<file path="src/rtl/wddl_dr_decoder.sv">
// Dual-rail (WDDL) to single-rail decoder: waits for a precharge wave, then captures
// the first complete word seen stable on two consecutive samples, with error reporting.
module wddl_dr_decoder #(
  parameter int W       = 8,
  parameter int TIMEOUT = 16
) (
  input  logic         clk,
  input  logic         rst,
  input  logic [W-1:0] dr_t,
  input  logic [W-1:0] dr_f,
  input  logic         out_ready,
  output logic [W-1:0] data,
  output logic         out_valid,
  output logic         err_invalid,
  output logic         err_timeout,
  output logic [7:0]   err_count
);

  typedef enum logic [1:0] {WAIT_PRE, WAIT_EVAL, HOLD} state_t;

  localparam logic [7:0] TIMER_LAST = 8'(TIMEOUT - 1);

  state_t       state;
  logic [W-1:0] t_q;
  logic [W-1:0] f_q;
  logic [W-1:0] t_p;
  logic         prev_eval;
  logic         t_valid;
  logic [7:0]   timer;

  logic         is_pre;
  logic         is_inv;
  logic         is_eval;
  logic         stable;
  logic [7:0]   count_next;

  // t_valid keeps the reset value of t_q from being mistaken for a sampled precharge
  always_comb begin
    is_pre     = t_valid && ((t_q | f_q) == '0);
    is_inv     = |(t_q & f_q);
    is_eval    = &(t_q ^ f_q);
    stable     = is_eval && prev_eval && (t_q == t_p);
    count_next = (err_count == 8'hFF) ? err_count : err_count + 8'd1;
  end

  always_ff @(posedge clk or posedge rst) begin
    if (rst) begin
      t_q       <= '0;
      f_q       <= '0;
      t_p       <= '0;
      prev_eval <= 1'b0;
      t_valid   <= 1'b0;
    end else begin
      t_q       <= dr_t;
      f_q       <= dr_f;
      t_p       <= t_q;
      prev_eval <= is_eval;
      t_valid   <= 1'b1;
    end
  end

  // Invalid beats capture, capture beats timeout; only one error event per edge
  always_ff @(posedge clk or posedge rst) begin
    if (rst) begin
      state       <= WAIT_PRE;
      timer       <= '0;
      data        <= '0;
      out_valid   <= 1'b0;
      err_invalid <= 1'b0;
      err_timeout <= 1'b0;
      err_count   <= '0;
    end else begin
      err_invalid <= 1'b0;
      err_timeout <= 1'b0;
      case (state)
        WAIT_PRE: begin
          if (is_pre) begin
            state <= WAIT_EVAL;
            timer <= '0;
          end
        end
        WAIT_EVAL: begin
          timer <= timer + 8'd1;
          if (is_inv) begin
            err_invalid <= 1'b1;
            err_count   <= count_next;
            state       <= WAIT_PRE;
          end else if (stable) begin
            data      <= t_q;
            out_valid <= 1'b1;
            state     <= HOLD;
          end else if (timer == TIMER_LAST) begin
            err_timeout <= 1'b1;
            err_count   <= count_next;
            state       <= WAIT_PRE;
          end
        end
        HOLD: begin
          if (out_valid && out_ready) begin
            out_valid <= 1'b0;
            state     <= WAIT_PRE;
          end
        end
        default: state <= WAIT_PRE;
      endcase
    end
  end

endmodule

</file>
<file path="config.mk">
export PLATFORM = sky130hd
export DESIGN_NAME = wddl_dr_decoder
export DESIGN_NICKNAME = d
export VERILOG_FILES = /design/src/rtl/wddl_dr_decoder.sv
export SDC_FILE = /design/constraint.sdc
export NUM_CORES = 1
export LEC_CHECK = 0
export ABC_AREA = 1
export BUFFER_PORTS_ARGS = -buffer_cell sky130_fd_sc_hd__buf_2
export CAP_MARGIN = 20
export CORE_ASPECT_RATIO = 0.7
export CORE_MARGIN = 1.5
export CORE_UTILIZATION = 38
export DETAILED_ROUTE_END_ITERATION = 10
export PLACE_DENSITY = 0.56
export SLEW_MARGIN = 20
export SYNTH_ARGS = -nofsm -noshare
export SYNTH_HDL_FRONTEND = slang
export SYNTH_SLANG_ARGS = --single-unit
</file>
<file path="constraint.sdc">
create_clock -name clk -period 1.7 [get_ports clk]
set_input_delay 0.425 -clock clk [delete_from_list [all_inputs] [get_ports clk]]
set_output_delay 0.425 -clock clk [all_outputs]
set_load 0.02 [all_outputs]
</file>
* Yosys cells after proc, flatten, opt, wreduce, memory -nomap -nowiden
Index checks and enable logic that the tools add are counted.
Cells by class: $add $sub $neg 2, equality and inequality tests 11, multiplexer cells 22, bitwise logic cells 4, reduce and logical (&&, ||, !) cells 16
Operator list (number):
- 2-to-1 mux 8 bit | 5
- adder 8 x 1 -> 8 bit (second input constant) | 2
- one-hot mux 8 bit (2 select lines) | 1
- 2-to-1 mux 2 bit | 5
- inequality test 2 bit (second input constant) | 5
- 2-to-1 mux 1 bit | 9
- AND reduction 3 bit | 3
- AND 8 bit | 1
- == test 8 x 4 -> 1 bit (second input constant) | 1
- == test 8 bit | 1
- == test 8 bit (second input constant) | 1
- zero test 8 bit | 1
- OR 8 bit | 1
- AND reduction 8 bit | 1
- OR reduction 8 bit | 1
- XOR 8 bit | 1
- one-hot mux 2 bit (3 select lines) | 1
- nonzero test 2 bit | 3
- logical AND 1 bit | 4
- inequality test 4 bit (second input constant) | 1
- AND reduction 4 bit | 1
- == test 2 x 1 -> 1 bit (second input constant) | 1
- == test 2 bit (second input constant) | 1
- zero test 2 bit | 1
- 3 further kinds | 3
Word-level totals: flip-flop bits (word level) 55, bits of input ports 19, output and inout port bits 19, logic and storage cells 67

* Depth between registers and ports, before layout
depth after elaboration 7, gate-level depth with buffers 11, mapped depth without buffers 10

* Worst setup path after synthesis
OpenSTA, ideal clock, no wires.
kind reg2reg, start register t_q[0], end register data[0], setup time 117 ps, arrival time 1446 ps, required time 1583 ps, path slack 137 ps, stages on the path, launching flop included 8, path buffers 0, clock period less this slack 1563 ps, path through dfrtp_1 ha_1 nor2_1 nand2_1 nor3_2 nand4_2 nand2_1 nand2_1
On the way: word-level cells in the longest chain between the ends 5, elaborated cells between the ends (all ways) 9, classes of those cells eq/ne (1); bitwise (3); reduce/logical (5)
RTL lines:
- from (decl) | RTL line 24 | logic [W-1:0] t_q;
- from (signal assigned) | RTL line 54 | t_q <= dr_t;
- XOR 8 bit | RTL line 41 | is_eval = &(t_q ^ f_q);
- AND reduction 8 bit | RTL line 41
- logical AND 1 bit (2 in a row) | RTL line 42 | stable = is_eval && prev_eval && (t_q == t_p);
- AND reduction 3 bit (no line)
- to (signal assigned) | RTL line 89 | data <= t_q;
- to (decl) | RTL line 12 | output logic [W-1:0] data,
Parallel ways exist; a longest one is shown, timed or not. A chain may end at the register's enable or synchronous reset.

* Final worst setup path
start register t_q[3], end register data[3]
Same word-level chain as after synthesis.

==> out/qor.txt <==
Main synth FF type -> dfrtp_1
Async SR Flop Fraction -> 1.00
CTS Sinks -> 55
ANT cells -> 0
Tot Pwr -> 2.42 mW
Setup TNS -> -1210 ps
Worst-Skew Late Latency -> 310 ps
Final setup margin -> -110 ps
Post-Route WL -> 5320 µm
# fillers -> 670
CP endpoint kind -> flip-flop
CP startpoint kind -> flip-flop
Ports -> 38
Comb power frac -> 0.086
First-pass GRT wire length -> 8940 µm
Synthesis Warnings -> 0
Post-Syn Instances -> 294
Syn_nets -> 331
Psw -> 0.566 mW
Worst IR drop on VDD -> 0.000416 V
Clock Root Buffer -> clkbuf_8
PD cells -> 732 nW/µm²
Arr. time, crit path -> 2060 ps
Post-synth EDFFs -> 0
Violated checks -> setup timing
Max Freq -> 0.552 GHz
CTS buffer count -> 5
Die W -> 103 µm
WL met1 -> 2920 µm
P_leak -> 1.81 nW
Final setup skew -> 9.41 ps
Core Region -> 6760 µm²
Crit path from -> t_q[3]
Max-cap violations -> 0
Flip-flop and latch count after synthesis -> 55
DR iter-0 viols -> 86
Post-Synthesis Cell Area -> 2650 µm²
Post-layout util -> 0.490
Final setup viols -> 17
Critical Path RT -> 1950 ps
DP Area -> 3150 µm²
Fin. Hold Viols -> 0
Minimum clock period -> 1810 ps
Clock Path Buffers -> 2
Met3 Wirelength -> 278 µm
# nets final -> 397
Die footprint -> 7500 µm²
Number of global-route vias before repair -> 1828
Seq/Total Area, Yosys -> 0.519
Drt via density -> 4.38
Max Transition Viols Final -> 0
Switching power share of the total -> 0.233
Largest net degree at the start of global routing -> 56
Crit path kind -> reg2reg
Post-synthesis cell type count -> 28
Share of layout cells above drive strength 1 -> 0.272
Reg-to-Reg Start -> t_q[3]
Gr usage total -> 0.157
H-tree depth -> 2
Most frequent cells in the layout -> nand2_1, dfrtp_1, buf_2, inv_1, nor2_1
Effective utilization at floorplan -> 0.393
# DRC -> 0
1st-pass router iterations -> 4
Chip height -> 72.9 µm
Area Growth Syn to Fin -> 24.9%
Worst Hold Class -> in2async
Pre-CTS WS -> -127 ps
Met2 Wirelength -> 2060 µm
Top layer used by detailed routing -> met4
Int Pwr -> 1.86 mW
Drt wl/cell -> 11.7 µm
Avg Inst Size Synth -> 9.02 µm²
GP Congestion -> 0.848
CP Max Fanout -> 8
Vias -> 1988
Clock slew at reported path FFs -> 100 ps
Status -> finished with violations
Num rows -> 25
Commonest non-fill, non-tap cell in the layout -> nand2_1
Detail Placement HPWL -> 4010 µm
Sequential power share -> 0.563
Port bufs -> 37
Hold buffer count at cts -> 0
Initial antenna violation count -> 0
CTS tree -> built
Post-route cell area -> 3310 µm²
Final worst path period share -> 1.06
Antenna-violating nets left -> 0
RSZ-0062 raised after global routing -> true
GRT overflow -> 0
Clock power share -> 0.351
## kinds of logic (layout without fill, tap and decap cells)
group | count (synthesis) | count (layout) | share of synthesized area
buf+inv | 43 | 109 | 0.0665
fa+ha+maj | 18 | 18 | 0.0849
xor+xnor | 6 | 6 | 0.0198
other cells | 1 | 1 | 0.00141
simple gates | 157 | 157 | 0.275
flops | 55 | 55 | 0.519
compound gates | 14 | 14 | 0.0330
## sequential cells by signal (all words and copies together), names as in the netlist
name,cells
state,2
t_p,8
data,8
t_valid,1
out_valid,1
prev_eval,1
f_q,8
t_q,8
err_invalid,1
timer,8
err_timeout,1
err_count,8
## power groups by stage
stage,sequential (mW),combinational (mW),clock (mW)
5_1_grt,1.37,0.240,0.951
3_5_place_dp,1.39,0.200,0
4_1_cts,1.37,0.209,0.884
6_report,1.37,0.209,0.851
2_1_floorplan,1.39,0.104,0
3_3_place_gp,1.39,0.201,0
## what timing repair did
action | CTS | global route
pin swaps | 6 | 11
setup endpoints to repair | 17 | 20
setup buffers | 0 | 2
resized for setup | 6 | 5
## synth_stat cells (all sizes together), types with 3 or more instances
cell type | n | area, µm²
dfrtp | 55 | 1380
o22ai | 3 | 18.8
a21oi | 4 | 31.3
nor2 | 28 | 139
inv | 41 | 154
nor3 | 5 | 30.0
nand2 | 98 | 375
nand4 | 12 | 96.3
ha | 18 | 225
nand3 | 13 | 82.6
o21ai | 6 | 30.0
xor2 | 4 | 35.0
## path summary, 6_finish.rpt
check,cells past startpoint,endpoint,slack [ps]
max reg2reg,10,data[3],-110
max in group asynchronous,3,t_p[5],1280
max,10,data[3],-110
min in group clk,1,f_q[6],210
min reg2reg,0,t_p[1],450
min,3,prev_eval,170
## through the flow
step / hold slack (ps) / cells
after floorplan: 419 / 294
after global placement: 426 / 446
after detailed placement: 437 / 446
after CTS: 179 / 453
after global routing: 181 / 454
final: 172 / 454
## layout make-up
| type | count | area (µm²) | share of cell area |
|---|---|---|---|
| Tap cell | 94 | 118 | 0.0355 |
| Sequential cell | 55 | 1380 | 0.415 |
| Multi-Input combinational cell | 196 | 1150 | 0.347 |
| Timing Repair Buffer | 61 | 407 | 0.123 |
| Clock buffer | 5 | 68.8 | 0.0208 |
| Inverter | 41 | 158 | 0.0476 |
| Clock inverter | 2 | 37.5 | 0.0113 |
## worst max-delay path, stage by stage (launching register included)
cell and delay (ps):
dfrtp_1 400, inv_2 50, ha_1 270, nand2_1 60
nor2_1 100, nand3_1 120, nor2_1 150, nand3_2 150
nor2_4 290, nand2_1 90, nand2_1 60
## metal layers
layer,track usage,up-vias
met4,0.0450,0
li1,-,1052
met3,0.0316,7
met5,0,-
met1,0.253,882
met2,0.210,47
Power figures use the tool's default switching activity.
